## config.mk

```make
export PLATFORM = sky130hd
export DESIGN_NAME = rtdf_sc_fifo
export DESIGN_NICKNAME = d
export VERILOG_FILES = /design/src/rtl/rtdf_pkg.sv /design/src/rtl/rtdf_fifo_ram.sv /design/src/rtl/rtdf_sc_fifo.sv
export SDC_FILE = /design/constraint.sdc
export NUM_CORES = 1
export LEC_CHECK = 0
export ABC_AREA = 1
export CORE_AREA = 2 2 202 184
export DETAILED_ROUTE_END_ITERATION = 10
export DIE_AREA = 0 0 204 186
export HOLD_SLACK_MARGIN = 0.06
export PLACE_DENSITY = 0.42
export SLEW_MARGIN = 10
export SYNTH_ARGS = -nofsm -noshare
export SYNTH_HDL_FRONTEND = slang
export SYNTH_SLANG_ARGS = --single-unit
```

## constraint.sdc

```tcl
create_clock -name clk -period 5.1 [get_ports clk]
set_input_delay 0.765 -clock clk [delete_from_list [all_inputs] [get_ports clk]]
set_output_delay 0.765 -clock clk [all_outputs]
set_load 0.02 [all_outputs]
```

## src/rtl/rtdf_pkg.sv

```systemverilog
// Shared constants and helpers for the rtdf stream blocks.
package rtdf_pkg;

  localparam int RTDF_DEFAULT_WIDTH = 32'sd16;
  localparam int RTDF_DEFAULT_DEPTH = 32'sd16;

  // Number of address bits needed to index 'value' entries.
  function automatic int clog2(input int value);
    int result;
    int rem;
    result = 32'sd0;
    rem    = value - 32'sd1;
    while (rem > 32'sd0) begin
      result = result + 32'sd1;
      rem    = rem >>> 1;
    end
    return result;
  endfunction

endpackage

```

## src/rtl/rtdf_fifo_ram.sv

```systemverilog
// DEPTH x WIDTH storage: synchronous write, asynchronous read, never reset.
module rtdf_fifo_ram #(
  parameter int WIDTH = 16,
  parameter int DEPTH = 16,
  parameter int AW    = 4
) (
  input  logic             clk,
  input  logic             we,
  input  logic [AW-1:0]    waddr,
  input  logic [WIDTH-1:0] wdata,
  input  logic [AW-1:0]    raddr,
  output logic [WIDTH-1:0] rdata
);

  logic [WIDTH-1:0] mem_r [DEPTH];

  // Store the write word on the rising edge.
  always_ff @(posedge clk) begin
    if (we) begin
      mem_r[waddr] <= wdata;
    end
  end

  assign rdata = mem_r[raddr];

endmodule

```

## src/rtl/rtdf_sc_fifo.sv

```systemverilog
// Single-clock show-ahead FIFO with occupancy thresholds and sticky error flags.
module rtdf_sc_fifo
  import rtdf_pkg::*;
#(
  parameter  int WIDTH    = RTDF_DEFAULT_WIDTH,
  parameter  int DEPTH    = RTDF_DEFAULT_DEPTH,
  parameter  int AF_LEVEL = DEPTH - 32'sd2,
  parameter  int AE_LEVEL = 32'sd2,
  localparam int AW       = clog2(DEPTH)
) (
  input  logic             clk,
  input  logic             reset_n,
  input  logic             sclr,
  input  logic [WIDTH-1:0] data,
  input  logic             wrreq,
  input  logic             rdreq,
  output logic [WIDTH-1:0] q,
  output logic             empty,
  output logic             full,
  output logic [AW:0]      usedw,
  output logic             almost_full,
  output logic             almost_empty,
  output logic             overflow,
  output logic             underflow
);

  localparam logic [AW:0]   CNT_ZERO = {(AW+1){1'b0}};
  localparam logic [AW:0]   CNT_STEP = (AW+1)'(1);
  localparam logic [AW:0]   CNT_FULL = (AW+1)'(DEPTH);
  localparam logic [AW:0]   AF_W     = (AW+1)'(AF_LEVEL);
  localparam logic [AW:0]   AE_W     = (AW+1)'(AE_LEVEL);
  localparam logic [AW-1:0] PTR_ZERO = {AW{1'b0}};
  localparam logic [AW-1:0] PTR_STEP = (AW)'(1);

  logic [AW-1:0] wr_ptr_r;
  logic [AW-1:0] rd_ptr_r;
  logic [AW:0]   usedw_r;
  logic          overflow_r;
  logic          underflow_r;

  logic empty_s;
  logic full_s;
  logic rd_acc_s;
  logic wr_acc_s;
  logic rd_en_s;
  logic wr_en_s;

  // Flag decode from registered occupancy plus request acceptance.
  always_comb begin
    empty_s  = (usedw_r == CNT_ZERO);
    full_s   = (usedw_r == CNT_FULL);
    rd_acc_s = rdreq & ~empty_s;
    // A read in the same cycle frees a slot, so a full FIFO can still take a write.
    wr_acc_s = wrreq & (~full_s | rd_acc_s);
    if (sclr) begin
      rd_en_s = 1'b0;
      wr_en_s = 1'b0;
    end else begin
      rd_en_s = rd_acc_s;
      wr_en_s = wr_acc_s;
    end
  end

  // Pointer and occupancy state.
  always_ff @(posedge clk or negedge reset_n) begin
    if (!reset_n) begin
      wr_ptr_r <= PTR_ZERO;
      rd_ptr_r <= PTR_ZERO;
      usedw_r  <= CNT_ZERO;
    end else if (sclr) begin
      wr_ptr_r <= PTR_ZERO;
      rd_ptr_r <= PTR_ZERO;
      usedw_r  <= CNT_ZERO;
    end else begin
      if (wr_en_s) begin
        wr_ptr_r <= wr_ptr_r + PTR_STEP;
      end
      if (rd_en_s) begin
        rd_ptr_r <= rd_ptr_r + PTR_STEP;
      end
      case ({wr_en_s, rd_en_s})
        2'b10:   usedw_r <= usedw_r + CNT_STEP;
        2'b01:   usedw_r <= usedw_r - CNT_STEP;
        default: usedw_r <= usedw_r;
      endcase
    end
  end

  // Sticky error flags, cleared only by sclr or reset.
  always_ff @(posedge clk or negedge reset_n) begin
    if (!reset_n) begin
      overflow_r  <= 1'b0;
      underflow_r <= 1'b0;
    end else if (sclr) begin
      overflow_r  <= 1'b0;
      underflow_r <= 1'b0;
    end else begin
      overflow_r  <= overflow_r  | (wrreq & ~wr_acc_s);
      underflow_r <= underflow_r | (rdreq & empty_s);
    end
  end

  rtdf_fifo_ram #(
    .WIDTH (WIDTH),
    .DEPTH (DEPTH),
    .AW    (AW)
  ) u_ram (
    .clk   (clk),
    .we    (wr_en_s),
    .waddr (wr_ptr_r),
    .wdata (data),
    .raddr (rd_ptr_r),
    .rdata (q)
  );

  assign empty        = empty_s;
  assign full         = full_s;
  assign usedw        = usedw_r;
  assign almost_full  = (usedw_r >= AF_W);
  assign almost_empty = (usedw_r <= AE_W);
  assign overflow     = overflow_r;
  assign underflow    = underflow_r;

endmodule
```

[Word level (Yosys, flattened, before mapping)]
Memories as Yosys holds them, arrays and structs flattened.
Cells that the tools add are included.
W data, S select, Z words.
Cells by class
  $add $sub $neg: 4
  magnitude comparators: 2
  equality and inequality tests: 3
  mux-type cells: 12
  bitwise logic cells: 10
  reduce and logical (&&, ||, !) cells: 4
Operators by type and width (number)
  $mux W4: 4
  $pmux W5 S2: 1
  $add A4 B1 Y4 const B: 2
  $mux W1: 6
  $add A5 B1 Y5 const B: 1
  $eq A5 B5 Y1 const B: 1
  $ge A5 B4 Y1 const B: 1
  $le A5 B2 Y1 const B: 1
  $logic_not A5 Y1: 1
  $mux W5: 1
  $sub A5 B1 Y5 const B: 1
  $and A1 B1 Y1: 4
  $reduce_bool A2 Y1: 2
  $not A1 Y1: 3
  $or A1 B1 Y1: 3
  $reduce_bool A3 Y1: 1
  $eq A2 B1 Y1 const B: 1
  $eq A2 B2 Y1 const B: 1
Storage, ports and cells
  register bits after elaboration: 15
  RAM bits: 256
  input bits: 21
  output and inout port bits: 27
  logic and storage cells: 41
  memories kept: 1
Memory list
  u_ram.mem_r: depth 16, bits a word 16, read ports 1, clocked after Yosys merged registers in 0, wr ports 1, line rtdf_fifo_ram.sv:15  | logic [WIDTH-1:0] mem_r [DEPTH];

[Longest topological paths before layout]
Gate-level depths: netlist of run 1.
  depth in word-level cells: 9
  depth in mapped cells: 14
  depth with buffers taken out: 14

[Hierarchy]
From an unflattened synthesis of run 1, not the netlist that was laid out.
Second synthesis, totals
  cells, all modules: 1169
  area, all modules: 12004.0 um^2
By module, submodules not included
  rtdf_fifo_ram: times used 1, cells each 1058, area each 11060.6 um^2, seq. area each 7687.4 um^2
  rtdf_sc_fifo: times used 1, cells each 111, area each 943.4 um^2, seq. area each 375.4 um^2

[Worst setup path after synthesis of run 1]
OpenSTA, ideal clock, no wires.
  path kind: input-to-reg
  start point: in sclr
  end point: mem u_ram.mem_r[11][0] (enable)
  setup time: 0.388 ns
  arrival time: 2.070 ns
  data required time: 4.712 ns
  slack: 2.642 ns
  stages on the path: 4
  buffers on the path: 1
  cells stage by stage: inv_2 -> clkbuf_1 -> nand3_1 -> nor2_1
Between the ends
  cells in the longest elaborated chain, start to end: 3
Ends and longest elaborated chain
  start: declaration: line rtdf_sc_fifo.sv:13  | input logic sclr,
  $mux W1: line rtdf_sc_fifo.sv:55  | if (sclr) begin
  $mux W1: line rtdf_fifo_ram.sv:19  | if (we) begin
  $mux W1 (not written as such): line rtdf_fifo_ram.sv:20  | mem_r[waddr] <= wdata;
  end: declaration: line rtdf_fifo_ram.sv:15
No other way between the ends.

[Final worst setup path of run 1]
  start point: reg rd_ptr_r[1]
  end point: out q[5]
Between the ends
  cells in the longest elaborated chain, start to end: 1
Ends and longest elaborated chain
  start: declaration: line rtdf_sc_fifo.sv:36  | logic [AW-1:0] rd_ptr_r;
  start signal: assignment: line rtdf_sc_fifo.sv:79  | rd_ptr_r <= rd_ptr_r + PTR_STEP;
  $mem_v2 Z16 W16
  end: declaration: line rtdf_sc_fifo.sv:17  | output logic [WIDTH-1:0] q,
No other way between the ends.

==> results of run 1 <==
[worst paths after layout]
check                           cells after the start  slack, ns                           end               startpoint
min in group asynchronous                           1       0.67          usedw[3]$_DFFE_PN0P_                  reset_n
max in group asynchronous                           1       3.84       rd_ptr_r[0]$_DFFE_PN0P_                  reset_n
worst min-delay path                                2       0.50           underflow$_DFF_PN0_      underflow$_DFF_PN0_
worst min register to register                      2       0.50           underflow$_DFF_PN0_      underflow$_DFF_PN0_
worst max-delay path                                6       1.10                          q[5]  rd_ptr_r[1]$_DFFE_PN0P_
worst max register to register                      7       2.66  u_ram.mem_r[11][2]$_DFFE_PP_     usedw[0]$_DFFE_PN0P_
[final cells by class]
cell class / instances / area [sq um] / area share
Multi-Input combinational cell: 435 / 2670 / 0.204
Timing Repair Buffer: 67 / 633 / 0.0483
Tap cell: 476 / 596 / 0.0455
Clock buffer: 34 / 766 / 0.0585
Inverter: 24 / 92.6 / 0.00707
Sequential cell: 271 / 8070 / 0.616
Clock inverter: 22 / 265 / 0.0203
[report_power, final]
part | switching, uW | internal, uW
Combinational | 960 | 570
Clock | 904 | 1340
Sequential | 86.0 | 2480
[sequential cells by signal, indices dropped and copies added (netlist names)]
name,count
overflow,1
usedw,5
wr_ptr_r,4
underflow,1
u_ram.mem_r,256
rd_ptr_r,4
[metrics by stage]
stage	utilization	area, sq um	hold WS, ns
after floorplan	-	11000	0.469
after global placement	0.337	12100	0.483
after detailed placement	0.337	12100	0.491
after CTS	0.365	13100	0.509
after global routing	0.365	13100	0.558
final	0.365	13100	0.503
[cells in the final DEF, fill, tap and decap left out, types with 2 or more instances in the layout]
cell type	Yosys	routed
a21oi_1	3	3
a31oi_1	2	2
buf_4	4	19
bufinv_16	0	5
clkbuf_1	34	4
clkbuf_16	0	30
clkdlybuf4s50_1	0	47
clkinv_1	1	6
clkinv_2	0	3
clkinv_4	0	3
clkinvlp_4	0	4
dfrtp_1	15	12
dfrtp_4	0	2
edfxtp_1	256	256
ha_1	7	7
inv_1	17	17
inv_2	5	5
mux2i_1	46	46
nand2_1	42	42
nand2_2	3	3
nand2_4	2	2
nand3_1	34	34
nor2_1	123	107
nor2_2	3	14
nor2_4	1	6
nor3_1	5	5
o211ai_1	15	15
o21ai_0	73	73
o21ai_1	3	3
o221ai_1	46	46
o22ai_1	4	4
o32ai_1	15	15
[metal layers]
layer | share of wire | global-route usage | vias to the layer above
met4 | 0.030 | 0.0496 | 0
met2 | 0.46 | 0.251 | 155
met5 | 0 | 0 | -
met1 | 0.47 | 0.217 | 3389
li1 | - | - | 3063
met3 | 0.043 | 0.0196 | 54
[kinds of logic (layout without fill, tap and decap cells)]
family	Yosys count	after routing	synth area share
mux	46	46	0.0420
compound gates	164	164	0.101
flops	271	271	0.735
fa+ha+maj	7	7	0.00798
xor+xnor	2	2	0.00160
simple gates	216	216	0.0849
buf+inv	72	147	0.0271
[worst max-delay path: stages (launching register included)]
cell	delay, ns
dfrtp_4	0.90
buf_4	0.41
o21ai_0	0.16
o221ai_1	0.22
o211ai_1	0.16
nand2_1	0.14
clkdlybuf4s50_1	0.62
==> reports/results.ini, run 1 <==
[power_and_ir_drop]
p_total_uw = 6340
power.leakage_uw = 0.00416
power_density_mw_per_mm2 = 484
vdd_ir_drop_max_mv = 0.310

[worst_setup_path]
worstPathRequired_ns = 4.34
worstPathMaxFanout = 75
crit_path_end_kind = primary output
cp.arrival_ns = 3.23
start_kind = register
worstSetupPathType = register to primary output

[floorplan]
die-area_sq_mm = 0.0379
io_pins = 48
coreArea_sq_mm = 0.0358
start_util = 0.306
die_y_microns = 186
num_rows = 66
die_w_microns = 204

[yosys]
ys_warn_count = 0
ys_types = 36
synth_area_leaders = edfxtp_1 70%, nor2_1 4.2%, mux2i_1 4.2%
ys_seq_elements = 271
synthArstFlopShare = 0.0554
syn_nets = 806
synth-edff-count = 256
yosys.area.top_type = edfxtp_1
syn_area_sq_mm = 0.0110
avgSynthCellArea_sq_um = 14.1
synth_ff_type = edfxtp_1
synthTopCellsByCount = 256 x edfxtp_1, 123 x nor2_1, 73 x o21ai_0
synth-seq-area-share = 0.735
synth.top_cell.area_share = 0.701
syn_inst = 778
synth.most_common_cell = edfxtp_1

[detailed_routing]
vias_per_cell = 5.01
firstDrtPassIters = 5
routed_wirelength_mm = 29.1
drc = 0
wire_per_inst_microns = 21.9
vias = 6661
drt_iter0_markers = 474
detail-route-antenna-nets = 0

[clock_network]
htreeDepth = 1
clkTransAtPathRegs_ns = 0.07
cts_buffer_depth = 3
post-cts-setup-buffers = 0
numCtsBuffers = 30
clkLatencyLatePin_ns = 0.56
hold_buffers = 0
cts_root_buf = clkbuf_16
cts_tree = built
clock-sinks = 271
cts_resized = 0

[layout]
fillers = 3438
insertedDiodeCount = 0
layout.nets = 857
syn_to_final_growth_pct = 19.4
final-instance-count-excl-fill = 1329
drive_gt1_frac = 0.122

[place]
portBuffers = 47
finalWeightedCongestion = 0.739
place_inst = 1273
hpwl_mm = 16.5
dp_slack_ns = 1.65

[timing]
worstMarginPinSlew_ns = 0.927
rsz0062_at_grt = false
finalHoldViolations = 0
worst_slack_ns = 1.10
setup_viol = 0
fmax_mhz = 250
period_minus_slack_ns = 4.00
maxSlewHeadroom = 0.380
fin_tns_setup_ns = 0
drv_slew = 0
period_share = 0.784
fin_skew_ns = 0.0121

[global_route]
grt_usage = 0.155
grt_antenna_before_repair = 0
grt_max_degree = 133
grt_pass1_vias = 6832
grt_pass1_wl_mm = 43.6
grt-ovfl-total = 0

[flow_run]
cap_violations = 0

[outcome]
status = completed

[min_path]
worstHoldPathType = register to register

Note: power is estimated with default switching activity, not from simulation.
==> inputs of run 2 (changes only) <==
- PLACE_DENSITY: 0.42 -> 0.44
- clock period: 5.1 -> 3.4 ns (I/O delays scaled with it)
==> run 2 against run 1 <==
Critical path depth stayed put. Via count grew 0.92%. Die area is the same. Utilization up 0.60 points. Sequential power is 49% higher. Non-clock buffer count up 28. Power increased by 48%. Combinational power increased by 62%. Clock skew down 0.00082 ns. Critical endpoint is now q[9]. Largest cell class unchanged.
==> reports/results.ini, run 2 (same netlist as run 1, synthesis figures left out) <==
[outcome]
status = completed

[timing]
finalHoldViolations = 0  ; unchanged
period_minus_slack_ns = 3.27
rsz0062_at_grt = false
fin_tns_setup_ns = 0  ; unchanged
period_share = 0.962
fmax_mhz = 306
worstMarginPinSlew_ns = 0.807  ; -0.120 ns
setup_viol = 0  ; unchanged
drv_slew = 0  ; unchanged
maxSlewHeadroom = 0.460  ; +0.0797
fin_skew_ns = 0.0113  ; -0.000819 ns

[global_route]
grt_pass1_wl_mm = 43.7  ; +0.35%
grt_antenna_before_repair = 0  ; unchanged
grt_usage = 0.156  ; +0.00129
grt_pass1_vias = 6609  ; -3.3%
grt-ovfl-total = 0  ; unchanged
grt_max_degree = 61  ; -54%

[worst_setup_path]
crit_cells = 6  ; unchanged
crit_path_end_kind = primary output
worstPathRequired_ns = 2.89  ; -1.45 ns
worstPathMaxFanout = 60  ; -20%
max_stage_delay_ns = 0.60  ; -0.30 ns
crit_path_cell_trace = buf_12, nor2_1, o32ai_1, o211ai_1, nand2_1, clkdlybuf4s50_1
worstPathBufferInverterCount = 2  ; unchanged
ff2ff_setup_slack_ns = 1.32  ; -1.34 ns
critPathSlowestCell = clkdlybuf4s50_1
cp.arrival_ns = 2.76  ; -0.47 ns
cp_top_family = buffers and inverters
start_kind = register
r2r_cells = 7  ; unchanged
worstSetupPathType = register to primary output

[layout]
drive_gt1_frac = 0.142  ; +0.0201
regMostFlops = u_ram.mem_r
regArea_sq_mm = 0.00807  ; unchanged
layout_common_cells = 256 x edfxtp_1, 107 x nor2_1, 73 x o21ai_0
fin_area_sq_mm = 0.0133  ; +1.6%
fillers = 3467  ; +0.84%
layout.nets = 886  ; +3.4%
insertedDiodeCount = 0  ; unchanged
final_util = 0.371  ; +0.00597
layout_commonest_cell = edfxtp_1
multiInputGateArea_sq_mm = 0.00265  ; -0.94%
syn_to_final_growth_pct = 21.4
largest_register_ffs = 256  ; unchanged

[detailed_routing]
drc = 0  ; unchanged
vias_per_cell = 4.96  ; -1.1%
routed_wirelength_mm = 29.8  ; +2.6%
vias = 6722  ; +0.92%
detail-route-antenna-nets = 0  ; unchanged
firstDrtPassIters = 5  ; unchanged
drt_iter0_markers = 570  ; +20%
wire_per_inst_microns = 22.0  ; +0.53%

[clock_network]
cts_buffer_depth = 3  ; unchanged
cts_tree = built
clock-sinks = 271  ; unchanged
hold_buffers = 0  ; unchanged
htreeDepth = 1  ; unchanged
clkTransAtPathRegs_ns = 0.06  ; about the same
cts_root_buf = clkbuf_16
clkLatencyLatePin_ns = 0.56  ; about the same
numCtsBuffers = 31  ; +3.3%

[floorplan]
coreArea_sq_mm = 0.0358  ; unchanged
die_w_microns = 204  ; unchanged
num_rows = 66  ; unchanged
start_util = 0.306  ; unchanged
die-area_sq_mm = 0.0379  ; unchanged
io_pins = 48  ; unchanged
die_y_microns = 186  ; unchanged

[place]
finalWeightedCongestion = 0.744  ; +0.70%
portBuffers = 47  ; unchanged
dpl_cell_area_sq_mm = 0.0123  ; +2.0%
hpwl_mm = 16.6  ; +0.52%

[min_path]
worstHoldPathType = input port to asynchronous set/reset pin

[power_and_ir_drop]
vdd_ir_drop_max_mv = 0.447  ; +44%
power_density_mw_per_mm2 = 705  ; +46%
power.leakage_uw = 0.00435  ; +4.5%

[flow_run]
cap_violations = 0  ; unchanged

run 2: cell type report:
class,instances,area share
Timing Repair Buffer,95,0.0734
Clock buffer,42,0.0614
Clock inverter,13,0.00799
Inverter,24,0.00714
Sequential cell,271,0.606
Multi-Input combinational cell,435,0.199
Tap cell,476,0.0447
run 2: power breakdown:
group | leakage [uW] | internal (uW) | switching [uW]
logic | 0.00139 | 958 | 1520
registers | 0.00250 | 3730 | 111
clock network | 0.000449 | 1750 | 1310
total | 0.00435 | 6440 | 2940
run 2: final timing paths:
kind	start	end
max	rd_ptr_r[0]$_DFFE_PN0P_	q[9]
min	reset_n	wr_ptr_r[1]$_DFFE_PN0P_
max reg2reg	usedw[2]$_DFFE_PN0P_	u_ram.mem_r[2][11]$_DFFE_PP_
min reg2reg	overflow$_DFF_PN0_	overflow$_DFF_PN0_
max in group asynchronous	reset_n	rd_ptr_r[1]$_DFFE_PN0P_
min in group clk	overflow$_DFF_PN0_	overflow$_DFF_PN0_
run 2: repair_timing:
item	4_1_cts	5_1_grt
gates cloned	0	1
gates resized for setup	0	8
endpoints found under the setup margin	9	11
buffers inserted	1	1
run 2: per-stage QoR:
stage	instances	hold slack, ns	setup WS [ns]	power [uW]
after floorplan	778	0.214	1.20	5370
after global placement	1298	0.486	0.543	6310
after detailed placement	1298	0.493	0.525	6300
after CTS	1354	0.431	0.0364	9430
after global routing	1356	0.479	0.00652	9840
final	1356	0.413	0.130	9380
run 2: routing by layer:
| layer | track usage | wire length (microns) |
|---|---|---|
| met5 | 0 | 0 |
| met3 | 0.0215 | 1230 |
| met1 | 0.223 | 14400 |
| met2 | 0.257 | 13800 |
| met4 | 0.0287 | 373 |
